File: config.mk
export PLATFORM = sky130hd
export DESIGN_NAME = irq_service_sequencer
export DESIGN_NICKNAME = d
export VERILOG_FILES = /design/src/rtl/irq_service_sequencer.sv
export SDC_FILE = /design/constraint.sdc
export NUM_CORES = 1
export LEC_CHECK = 0
export BUFFER_PORTS_ARGS = -buffer_cell sky130_fd_sc_hd__buf_2
export CORE_UTILIZATION = 55
export CTS_BUF_LIST = sky130_fd_sc_hd__clkbuf_8
export CTS_CLUSTER_DIAMETER = 40
export DETAILED_ROUTE_END_ITERATION = 10
export PLACE_DENSITY = 0.75
export SYNTH_ARGS = -nofsm -noshare
export SYNTH_HDL_FRONTEND = slang
export SYNTH_SLANG_ARGS = --single-unit
File: constraint.sdc
create_clock -name clk -period 3.2 [get_ports clk]
set_clock_uncertainty 0.1 [all_clocks]
set_input_delay 0.64 -clock clk [delete_from_list [all_inputs] [get_ports clk]]
set_output_delay 0.64 -clock clk [all_outputs]
set_load 0.02 [all_outputs]
File: src/rtl/irq_service_sequencer.sv
// Debounces the priority-encoder snapshot, raises one vectored IRQ, runs the
// ack/EOI handshake, then pulses a one-hot clear back to the request latch.
module irq_service_sequencer #(
   parameter int SETTLE_CYC  = 2,
   parameter int ACK_TIMEOUT = 255,
   parameter int CNT_W       = 8
) (
   input  logic             clk,
   input  logic             rst_n,
   input  logic [2:0]       grp_hit,
   input  logic [3:0]       chan_idx,
   output logic             cpu_irq,
   output logic [4:0]       cpu_vector,
   input  logic             cpu_ack,
   input  logic             cpu_eoi,
   output logic [26:0]      clr_onehot,
   output logic             busy,
   output logic             bad_idx,
   output logic [CNT_W-1:0] serviced_cnt,
   output logic [CNT_W-1:0] timeout_cnt,
   output logic [2:0]       state_dbg
);

   // CPU handshake: cpu_irq is a level held until the first cycle cpu_ack is
   // seen high (transfer), after which cpu_eoi high for one cycle completes it.
   typedef enum logic [2:0] {
      ST_IDLE    = 3'd0,
      ST_SETTLE  = 3'd1,
      ST_ASSERT  = 3'd2,
      ST_SERVICE = 3'd3,
      ST_CLEAR   = 3'd4,
      ST_GAP     = 3'd5
   } state_t;

   localparam logic [3:0]  SETTLE_LAST = 4'(SETTLE_CYC - 1);
   localparam logic [15:0] TO_LAST     = 16'(ACK_TIMEOUT - 1);

   state_t      state;
   logic [6:0]  snap;
   logic [3:0]  settle_cnt;
   logic [15:0] to_cnt;
   logic [4:0]  live_vec;

   assign state_dbg = state;

   // Lowest set group bit wins; vector = 9*group + in-group index.
   always_comb begin
      live_vec = '0;
      if (grp_hit[0])      live_vec = {1'b0, chan_idx};
      else if (grp_hit[1]) live_vec = 5'd9 + {1'b0, chan_idx};
      else if (grp_hit[2]) live_vec = 5'd18 + {1'b0, chan_idx};
   end

   always_ff @(posedge clk or negedge rst_n) begin
      if (!rst_n) begin
         state        <= ST_IDLE;
         snap         <= '0;
         settle_cnt   <= '0;
         to_cnt       <= '0;
         cpu_irq      <= 1'b0;
         cpu_vector   <= '0;
         clr_onehot   <= '0;
         busy         <= 1'b0;
         bad_idx      <= 1'b0;
         serviced_cnt <= '0;
         timeout_cnt  <= '0;
      end else begin
         bad_idx    <= 1'b0;
         clr_onehot <= '0;
         case (state)
            ST_IDLE: begin
               if (grp_hit != 3'b000) begin
                  snap       <= {grp_hit, chan_idx};
                  settle_cnt <= '0;
                  state      <= ST_SETTLE;
               end
            end
            ST_SETTLE: begin
               if (grp_hit == 3'b000) begin
                  state <= ST_IDLE;
               end else if ({grp_hit, chan_idx} != snap) begin
                  snap       <= {grp_hit, chan_idx};
                  settle_cnt <= '0;
               end else if (settle_cnt == SETTLE_LAST) begin
                  if (chan_idx <= 4'd8) begin
                     cpu_vector <= live_vec;
                     cpu_irq    <= 1'b1;
                     busy       <= 1'b1;
                     to_cnt     <= '0;
                     state      <= ST_ASSERT;
                  end else begin
                     bad_idx <= 1'b1;
                     state   <= ST_GAP;
                  end
               end else begin
                  settle_cnt <= settle_cnt + 4'd1;
               end
            end
            ST_ASSERT: begin
               // An ack on the final timeout cycle still wins.
               if (cpu_ack) begin
                  cpu_irq <= 1'b0;
                  state   <= ST_SERVICE;
               end else if (to_cnt == TO_LAST) begin
                  cpu_irq    <= 1'b0;
                  busy       <= 1'b0;
                  cpu_vector <= '0;
                  if (timeout_cnt != '1) timeout_cnt <= timeout_cnt + CNT_W'(1);
                  state      <= ST_GAP;
               end else begin
                  to_cnt <= to_cnt + 16'd1;
               end
            end
            ST_SERVICE: begin
               if (cpu_eoi) begin
                  busy       <= 1'b0;
                  clr_onehot <= 27'd1 << cpu_vector;
                  if (serviced_cnt != '1) serviced_cnt <= serviced_cnt + CNT_W'(1);
                  state      <= ST_CLEAR;
               end
            end
            ST_CLEAR: begin
               cpu_vector <= '0;
               state      <= ST_GAP;
            end
            ST_GAP:  state <= ST_IDLE;
            default: state <= ST_IDLE;
         endcase
      end
   end

endmodule

* Yosys cells after proc, flatten, opt, wreduce, memory -nomap -nowiden
Cells that the tools add are included.
** Word-level totals
- Register bits :: 81
- Input port bits :: 11
- Word-level logic and storage cells :: 111
** Operators by class
- $add $sub $neg :: 6
- $lt $le $gt $ge :: 1
- Equality and inequality tests :: 23
- Shift-type cells :: 1
- Muxes and demuxes :: 52
- Bitwise logic cells :: 1
- Reductions and logical operators :: 16
** Operators with widths (number)
- $mux W16 :: 6
- $mux W27 :: 2
- $mux W5 :: 9
- $pmux W16 S2 :: 1
- $shl A1 B5 Y27 const A :: 1
- $mux W3 :: 8
- $mux W7 :: 3
- $ne A2 B2 Y1 const B :: 10
- $add A16 B1 Y16 const B :: 1
- $add A8 B1 Y8 const B :: 2
- $eq A16 B8 Y1 const B :: 1
- $mux W4 :: 4
- $ne A8 B8 Y1 const B :: 2
- $pmux W3 S5 :: 1
- $pmux W5 S3 :: 1
- $pmux W7 S2 :: 1
- $reduce_and A7 Y1 :: 2
- $mux W1 :: 13
- $ne A3 B3 Y1 const B :: 4
- $reduce_and A4 Y1 :: 3
- $reduce_bool A3 Y1 :: 3
- $pmux W4 S2 :: 1
- $reduce_and A8 Y1 :: 1
- $ne A7 B7 Y1 :: 1
- other kinds (16) :: 19

* Depth between registers and ports, before layout
Gate-level depths: netlist (run 1).
- Depth after elaboration :: 9
- Mapped depth :: 10
- Gate-level depth less buffers :: 8

* Worst setup path before layout (run 1)
OpenSTA, ideal clock, no wires.
- Kind :: input port to flip-flop
- Start :: in grp_hit[1]
- End :: reg cpu_vector[0]
- Data arrival time :: 2484 ps
- Path slack :: 491 ps
- Stages :: 8
- Path buffers :: 2
- Path through :: clkbuf_1 xnor2_1 nand3_1 nor4_1 o21ai_1 or2_1 buf_6 mux2_4
** Between the ends
- Word-level cells in the longest chain between the ends :: 7
- Elaborated cells on any way between the ends :: 12
- Those cells by class :: eq/ne (3); mux (7); reduce/logical (2)
** RTL lines
- start, declared :: RTL line 10 : input logic [2:0] grp_hit,
- $mux W5 :: RTL line 50 : else if (grp_hit[1]) live_vec = 5'd9 + {1'b0, chan_idx};
- $mux W5 :: RTL line 49 : if (grp_hit[0]) live_vec = {1'b0, chan_idx};
- $mux W5 :: RTL line 85 : if (chan_idx <= 4'd8) begin
- $mux W5 :: RTL line 84 : end else if (settle_cnt == SETTLE_LAST) begin
- $mux W5 :: RTL line 81 : end else if ({grp_hit, chan_idx} != snap) begin
- $mux W5 :: RTL line 79 : if (grp_hit == 3'b000) begin
- $pmux W5 S3 :: RTL line 70 : case (state)
- end signal, assigned :: RTL line 86 : cpu_vector <= live_vec;
- end, declared :: RTL line 13 : output logic [4:0] cpu_vector,
Parallel ways exist; a longest one is shown, timed or not. The select of a mux whose other input is x is not followed.
A chain may end at the register's enable or synchronous reset.

* Worst setup path after layout (run 1)
- Start :: reg to_cnt[0]
- End :: reg cpu_vector[2]
** Between the ends
- Word-level cells in the longest chain between the ends :: 3
** RTL lines
- start, declared :: RTL line 41 : logic [15:0] to_cnt;
- start signal, assigned :: RTL line 111 : to_cnt <= to_cnt + 16'd1;
- $eq A16 B8 Y1 :: RTL line 104 : end else if (to_cnt == TO_LAST) begin
- $ne A2 B2 Y1 (no line)
- $reduce_and A7 Y1 (no line)
Every way passes these cells.

==> reports/results.txt, run 1 <==
PD cells: 653 nW/µm²
post-cts resize count: 0
Post-synth EDFFs: 0
dominant cell type by area after synthesis: dfrtp_1
Buf+Inv Stages, Crit Path: 1
crit-path cells: inv_1 -> ha_1 -> or4b_1 -> or4_1 -> o21ai_2 -> o21ai_1 -> or2_1 -> mux2_4
Via density: 5.46
Startpoint Class: flop
unrepaired setup endpoints after global routing: false
grt ovf: 0
top cells by area, synth: dfrtp_1 (52%), nor2_1 (4.8%), xnor2_1 (3.8%)
arrival time worst endpoint: 2.99 ns
initial antenna violation count: 0
syn nets: 407
routed length per instance: 13.6 µm
max incr delay on CP: 0.67 ns
final hold vios: 0
Yosys Warn Count: 0
final antenna-violating net count: 0
die height: 86.3 µm
number of buffer cells added on primary ports: 64
cells after synthesis: 387
die width: 86.3 µm
Routed WL: 7570 µm
Hold Buf Count CTS: 0
Worst setup EP type: flop
maximum VDD drop: 0.327 mV
worst relative slew slack: 34.9%
top_reg_cell synth: dfrtp_1
# rows: 30
critical path's top delay family: simple AND/OR/NAND/NOR gates
Synth top area share: 51.8%
WS Path Type: reg -> reg
Register Area: 2030 µm²
#FFs+latches synth: 81
Post-Syn Area: 3910 µm²
nets@finish: 475
fraction of layout cells with a size suffix above 1: 24.3%
most frequent cell after synthesis: dfrtp_1
CTS clk-pin slew, worst paths: 0.08 ns
first-pass GRT wire length: 12900 µm
I/O pin count: 65
fin. max-slew vios: 0
largest net degree at the start of global routing: 82
mean post-synth cell area: 10.1 µm²
Post-CTS Repair Setup Buffers: 0
fmax: 0.351 GHz
status: finished, final reports clean
post-synthesis sequential area ratio: 51.8%
# H-tree levels: 3
top cells by count, synth: dfrtp_1 (81), nor2_1 (50), nand2_1 (30)
r2r setup slk: 0.35 ns
clk root buf: clkbuf_8
synth unique cells: 47
Core Area: 6830 µm²
fill cell count: 556
Worst Path Required: 3.34 ns
Die Footprint: 7450 µm²
Lkg Pwr: 2.20 nW
vias in the first global route: 2801
crit path max fanout: 8
Synth async-reset ratio: 100%
CTS Buffer Depth: 2
CTS tree: built
max-cap viol count: 0
DP Area: 4340 µm²
global placer's final weighted congestion: 0.850
FF-to-FF End: cpu_vector[2]$_DFFE_PN0P_
Total GRT Usage: 21.9%
post-DP HPWL: 5310 µm
R2R Path Start: to_cnt[0]$_DFFE_PN0P_
area of the multi-input gates: 1780 µm²
Reg2Reg Depth: 8
# DRC: 0
worst-margin pin slew: 0.977 ns
Tightest Hold Check Type: in -> async
DR pass1 iterations: 4
1st-iter DRT viols: 123
Setup Total Neg Slack: 0 ns
Area Growth Syn to Fin: 16.0%
Clock Latency Late Sink: 0.35 ns
post-route minimum period: 2.85 ns
endpoints failing setup: 0
CTS buffer count: 9
Final Cycle Share: 89.0%
initial core utilization: 57.3%
Clock Sink Count: 81
slowest CP cell: or4_1
n_diodes: 0
fin area: 4540 µm²
vias post-DR: 3035
placed cells by master (no fill, tap or decap), drive strengths merged, types with 4 or more instances in the layout:
cell | Yosys | routed
or2 | 4 | 4
nor2b | 9 | 9
nor2 | 50 | 50
mux2 | 16 | 16
clkbuf | 11 | 9
or3 | 4 | 4
a211oi | 4 | 4
a21oi | 13 | 13
nand3b | 4 | 4
buf | 3 | 71
nand2 | 30 | 30
nand4 | 9 | 9
xor2 | 7 | 7
nand2b | 5 | 5
o21ai | 30 | 30
nand3 | 19 | 19
inv | 11 | 14
dfrtp | 81 | 81
and3 | 7 | 7
nor3 | 11 | 11
xnor2 | 17 | 17
ha | 9 | 9
per-stage QoR:
stage                     worst slack (ns)  cells  total power, mW  util, %  hold slack, ns
after CTS                            0.338    556             2.98     66.4           0.389
after floorplan                      0.491    387             1.98        -           0.244
final                                0.351    556             2.96     66.4           0.335
after detailed placement             0.361    540             2.22     63.5           0.382
after global placement               0.393    540             2.20     63.5           0.379
after global routing                 0.211    556             3.14     66.4           0.427
registers in the layout, summed over array words and instances, names as in the netlist:
name	count
serviced_cnt	8
cpu_irq	1
cpu_vector	5
timeout_cnt	8
settle_cnt	4
clr_onehot	27
bad_idx	1
state_dbg	3
to_cnt	16
busy	1
snap	7
layout make-up:
cell class / instances / area share (%)
Sequential cell: 81 / 44.7
Clock inverter: 7 / 1.68
Tap cell: 96 / 2.65
Multi-Input combinational cell: 281 / 39.1
Timing Repair Buffer: 71 / 8.27
Inverter: 11 / 0.910
Clock buffer: 9 / 2.73
kinds of logic after synthesis:
| logic type | synth area share, % |
|---|---|
| compound gates | 10.7 |
| flops | 51.8 |
| xor+xnor | 5.37 |
| buf+inv | 2.81 |
| simple gates | 21.4 |
| mux | 5.08 |
| fa+ha+maj | 2.88 |
worst reg2reg max path, delay by kind of cell, from the launching register on:
family	cells	cell delay (ns)
multiplexers	1	0.33
buffers and inverters	1	0.07
flip-flops	1	0.43
adder cells (fa/ha/maj)	1	0.12
AND/OR/NAND/NOR	3	1.40
AO/OA/AOI/OAI	2	0.28
report_power, final:
part           internal [mW]  switching (mW)  leakage (nW)
clock network          0.367           0.392        0.0966
registers               1.15           0.159          1.09
logic                  0.391           0.502          1.01
worst max path at each step:
| stage | from | to | slack (ns) | cells after the start |
|---|---|---|---|---|
| 6_report | to_cnt[0]$_DFFE_PN0P_ | cpu_vector[2]$_DFFE_PN0P_ | 0.35 | 8 |
| 5_1_grt | to_cnt[0]$_DFFE_PN0P_ | timeout_cnt[6]$_DFFE_PN0P_ | 0.21 | 8 |
| 4_1_cts | to_cnt[0]$_DFFE_PN0P_ | cpu_vector[4]$_DFFE_PN0P_ | 0.34 | 8 |
| 3_5_place_dp | to_cnt[0]$_DFFE_PN0P_ | cpu_vector[2]$_DFFE_PN0P_ | 0.36 | 8 |
| 3_3_place_gp | to_cnt[0]$_DFFE_PN0P_ | cpu_vector[3]$_DFFE_PN0P_ | 0.39 | 8 |
| 2_1_floorplan | grp_hit[1] | cpu_vector[0]$_DFFE_PN0P_ | 0.49 | 8 |
metal layers:
metal  up-vias  global-route usage [%]  routed length (µm)
li1       1490                       -                   -
met1      1461                    30.1                3550
met2        72                    35.1                3590
met3        12                    3.90                 328
met4         0                    8.18                 106
met5         -                       0                   0
Power figures use the tool's default switching activity.
==> run 2, diff against run 1 <==
--- a/config.mk
+++ b/config.mk
@@ -5,12 +5,13 @@
 export SDC_FILE = /design/constraint.sdc
 export NUM_CORES = 1
 export LEC_CHECK = 0
-export BUFFER_PORTS_ARGS = -buffer_cell sky130_fd_sc_hd__buf_2
+export BUFFER_PORTS_ARGS = -buffer_cell sky130_fd_sc_hd__buf_4
 export CORE_UTILIZATION = 55
 export CTS_BUF_LIST = sky130_fd_sc_hd__clkbuf_8
 export CTS_CLUSTER_DIAMETER = 40
 export DETAILED_ROUTE_END_ITERATION = 10
 export PLACE_DENSITY = 0.75
+export SLEW_MARGIN = 20
 export SYNTH_ARGS = -nofsm -noshare
 export SYNTH_HDL_FRONTEND = slang
 export SYNTH_SLANG_ARGS = --single-unit
==> reports/results.txt, run 2 (synthesis gave the netlist of run 1 again) <==
Via density: 5.53
CTS Buffer Depth: 2
vias in the first global route: 2889
initial core utilization: 57.3%
endpoints failing setup: 0
worst-margin pin slew: 0.682 ns
Area Growth Syn to Fin: 20.6%
I/O pin count: 65
Die Footprint: 7450 µm²
maximum VDD drop: 0.397 mV
first-pass GRT wire length: 13600 µm
global placer's final weighted congestion: 0.807
post-route minimum period: 2.91 ns
PD cells: 641 nW/µm²
Register Area: 2030 µm²
CTS tree: built
die height: 86.3 µm
worst relative slew slack: 54.2%
Post-CTS Repair Setup Buffers: 0
post-DP HPWL: 5690 µm
most frequent cells in the layout: dfrtp_1 (81), buf_4 (71), nor2_1 (50)
most common cell after layout, fill and taps aside: dfrtp_1
# H-tree levels: 3
Lkg Pwr: 2.22 nW
fin. max-slew vios: 0
arrival time worst endpoint: 3.04 ns
clk root buf: clkbuf_8
fraction of layout cells with a size suffix above 1: 24.5%
Tightest Hold Check Type: in -> async
Largest register FFs: 27
max-cap viol count: 0
nets@finish: 476
fmax: 0.344 GHz
largest net degree at the start of global routing: 82
# DRC: 0
Worst Path Required: 3.33 ns
CP startpoint: to_cnt[0]$_DFFE_PN0P_
Clock Latency Late Sink: 0.34 ns
CTS clk-pin slew, worst paths: 0.09 ns
Top Registers: clr_onehot x27, to_cnt x16
register bank with the most flops: clr_onehot
# rows: 30
CTS buffer count: 9
vias post-DR: 3078
Hold Buf Count CTS: 0
unrepaired setup endpoints after global routing: false
area of the multi-input gates: 1780 µm²
die width: 86.3 µm
n_diodes: 0
met3 routed WL: 351 µm
Setup Total Neg Slack: 0 ns
final antenna-violating net count: 0
crit path max fanout: 8
routed length per instance: 14.6 µm
final hold vios: 0
Clock Sink Count: 81
met1 wire length: 3770 µm
metal2 WL: 3940 µm
Worst setup EP type: flop
1st-iter DRT viols: 138
Core Area: 6830 µm²
status: finished, final reports clean
Startpoint Class: flop
R2R Path Start: to_cnt[0]$_DFFE_PN0P_
number of buffer cells added on primary ports: 64
Routed WL: 8110 µm
DR pass1 iterations: 4
Total GRT Usage: 23.0%
highest routed layer: met4
post-cts resize count: 0
worst slack at placement: 0.323 ns
initial antenna violation count: 0
grt ovf: 0
Final Cycle Share: 90.9%
final worst slack: 0.290 ns
WS Path Type: reg -> reg
fill cell count: 557
==> run 2: changes by cell type in the layout (fill, tap and decap cells not counted) <==
cell      delta
buf_4       +63
buf_12       +1
clkinv_4     +1
inv_6        -1
buf_2       -63
==> run 2: final cells by class <==
type | count | area share (%)
Clock buffer | 9 | 2.63
Timing Repair Buffer | 72 | 11.7
Sequential cell | 81 | 43.0
Clock inverter | 7 | 1.62
Tap cell | 96 | 2.55
Multi-Input combinational cell | 281 | 37.6
Inverter | 11 | 0.875
==> run 2: metrics by stage <==
step / cell area [µm²] / util [%] / power [mW] / instances / hold slack, ns
CTS: 4700 / 68.8 / 3.04 / 556 / 0.384
global placement: 4500 / 65.8 / 2.25 / 540 / 0.392
floorplan: 3910 / - / 1.98 / 387 / 0.244
detailed placement: 4500 / 65.8 / 2.28 / 540 / 0.396
global route: 4720 / 69.0 / 3.20 / 557 / 0.195
finish: 4720 / 69.0 / 3.02 / 557 / 0.161
==> run 2: power breakdown <==
part           internal, mW  switching, mW  total, mW  leakage, nW
sequential             1.15          0.166       1.32         1.09
combinational         0.437          0.509      0.946         1.03
clock                 0.366          0.394      0.760       0.0962
total                  1.96           1.07       3.02         2.22
==> run 2: worst max-delay path, stage by stage, from the launching register on <==
cell and delay, ns:
dfrtp_1 0.44, inv_1 0.09, ha_1 0.13, or4b_1 0.43, or4_1 0.69, o21ai_2 0.18, o21ai_1 0.08, or2_1 0.32
mux2_4 0.33
==> run 2: routing by layer <==
layer	vias up	global-route usage, %
met5	-	0
met4	0	7.88
met3	4	3.90
met2	73	37.4
met1	1510	31.5
li1	1491	-
==> run 2: final timing paths <==
kind	slack, ns	cells past startpoint	to
setup / recovery	0.29	8	cpu_vector[4]$_DFFE_PN0P_
hold / removal	0.16	1	serviced_cnt[5]$_DFFE_PN0P_
setup reg to reg	0.29	8	cpu_vector[4]$_DFFE_PN0P_
hold reg to reg	0.40	1	serviced_cnt[6]$_DFFE_PN0P_
max in group asynchronous	2.24	2	serviced_cnt[1]$_DFFE_PN0P_
min in group clk	0.40	1	serviced_cnt[6]$_DFFE_PN0P_
==> run 3, diff against run 2 <==
--- a/config.mk
+++ b/config.mk
@@ -6,6 +6,7 @@
 export NUM_CORES = 1
 export LEC_CHECK = 0
 export BUFFER_PORTS_ARGS = -buffer_cell sky130_fd_sc_hd__buf_4
+export CAP_MARGIN = 20
 export CORE_UTILIZATION = 55
 export CTS_BUF_LIST = sky130_fd_sc_hd__clkbuf_8
 export CTS_CLUSTER_DIAMETER = 40
==> constraint.sdc (replaced) <==
create_clock -name clk -period 2.9 [get_ports clk]
set_clock_uncertainty 0.1 [all_clocks]
set_input_delay 0.58 -clock clk [delete_from_list [all_inputs] [get_ports clk]]
set_output_delay 0.58 -clock clk [all_outputs]
set_load 0.02 [all_outputs]
==> reports/results.txt, run 3 (synthesis gave the netlist of run 1 again) <==
1st-iter DRT viols: 109
register bank with the most flops: clr_onehot
Tightest Hold Check Type: in -> async
unrepaired setup endpoints after global routing: false
post-route minimum period: 2.72 ns
post-DP HPWL: 5680 µm
Area Growth Syn to Fin: 22.7%
endpoints failing setup: 0
DR pass1 iterations: 4
Routed WL: 8110 µm
fraction of layout cells with a size suffix above 1: 25.2%
Worst setup EP type: flop
fin. max-slew vios: 0
post-cts resize count: 0
critical path's top delay family: simple AND/OR/NAND/NOR gates
worst-margin pin slew: 0.683 ns
max incr delay on CP: 0.63 ns
most frequent cells in the layout: dfrtp_1 (81), buf_4 (76), nor2_1 (50)
crit path max fanout: 5
Core Area: 6830 µm²
GRT busiest layer: met2
arrival time worst endpoint: 2.86 ns
Post-CTS Repair Setup Buffers: 0
PD cells: 731 nW/µm²
Clock Sink Count: 81
Lkg Pwr: 2.26 nW
number of buffer cells added on primary ports: 64
CTS tree: built
max-cap viol count: 0
Total GRT Usage: 23.4%
# rows: 30
Top Registers: clr_onehot x27, to_cnt x16
routed length per instance: 14.4 µm
Worst Path Required: 3.04 ns
worst relative slew slack: 54.2%
CTS Buffer Depth: 2
WS Path Type: reg -> reg
fin util: 70.3%
initial antenna violation count: 0
largest net degree at the start of global routing: 82
Placed Instances: 545
initial core utilization: 57.3%
fmax: 0.368 GHz
final hold vios: 0
n_diodes: 0
Setup Total Neg Slack: 0 ns
Startpoint Class: flop
routing usage on met2: 38.6%
worst slack at placement: 0.186 ns
Clock Latency Late Sink: 0.35 ns
Non-Filler Instances: 561
GRT met3 Usage: 4.10%
Buf+Inv Stages, Crit Path: 1
I/O pin count: 65
grt ovf: 0
crit-path cells: inv_1 -> ha_1 -> or4b_1 -> or4_1 -> o21ai_2 -> o21ai_1 -> or2_1 -> mux2_4
final worst slack: 0.180 ns
status: finished, final reports clean
final antenna-violating net count: 0
Design Power: 3.51 mW
most common cell after layout, fill and taps aside: dfrtp_1
CTS clk-pin slew, worst paths: 0.09 ns
slowest CP cell: or4_1
die height: 86.3 µm
# DRC: 0
# H-tree levels: 3
maximum VDD drop: 0.440 mV
Largest register FFs: 27
clk root buf: clkbuf_8
CTS buffer count: 9
nets@finish: 481
Via density: 5.51
vias in the first global route: 2904
Hold Buf Count CTS: 0
global placer's final weighted congestion: 0.821
Final Cycle Share: 93.8%
first-pass GRT wire length: 13800 µm
vias post-DR: 3091
Die Footprint: 7450 µm²
die width: 86.3 µm
M1 GR Usage: 31.9%
[run 3: changes by cell type in the layout (fill, tap and decap cells not counted), sizes merged]
cell / delta
clkinv: -2
buf: +5
bufinv: +2
clkinvlp: -1
[run 3: power by group]
group,internal [mW],leakage (nW),switching [mW]
logic,0.496,1.05,0.582
registers,1.27,1.09,0.167
clock network,0.573,0.116,0.419
[run 3: final timing paths]
path                                        startpoint  slack (ns)  depth (start not counted)                          end
setup / recovery                 to_cnt[0]$_DFFE_PN0P_        0.18                          8    cpu_vector[3]$_DFFE_PN0P_
hold / removal                                   rst_n        0.06                          1  serviced_cnt[5]$_DFFE_PN0P_
setup reg to reg                 to_cnt[0]$_DFFE_PN0P_        0.18                          8    cpu_vector[3]$_DFFE_PN0P_
hold reg to reg            serviced_cnt[7]$_DFFE_PN0P_        0.40                          1  serviced_cnt[7]$_DFFE_PN0P_
max in group asynchronous                        rst_n        2.06                          2      clr_onehot[0]$_DFF_PN0_
min in group clk           serviced_cnt[7]$_DFFE_PN0P_        0.40                          1  serviced_cnt[7]$_DFFE_PN0P_
[run 3: cell type report]
class                           count  area (µm²)
Fill cell                         545        2030
Clock inverter                      6         115
Inverter                           11        41.3
Timing Repair Buffer               77         598
Sequential cell                    81        2030
Tap cell                           96         120
Multi-Input combinational cell    281        1780
Clock buffer                        9         124
[run 3: through the flow]
| stage | instance area, µm² | hold WS (ns) |
|---|---|---|
| 2_1_floorplan | 3910 | 0.184 |
| 4_1_cts | 4770 | 0.325 |
| 6_report | 4800 | 0.0621 |
| 3_5_place_dp | 4530 | 0.391 |
| 5_1_grt | 4800 | 0.0908 |
| 3_3_place_gp | 4530 | 0.390 |
[run 3: metal layers]
| metal | part of all wire [%] | wire length, µm |
|---|---|---|
| met1 | 47 | 3800 |
| met4 | 0.95 | 77 |
| met5 | 0 | 0 |
| met3 | 3.5 | 287 |
| met2 | 49 | 3950 |
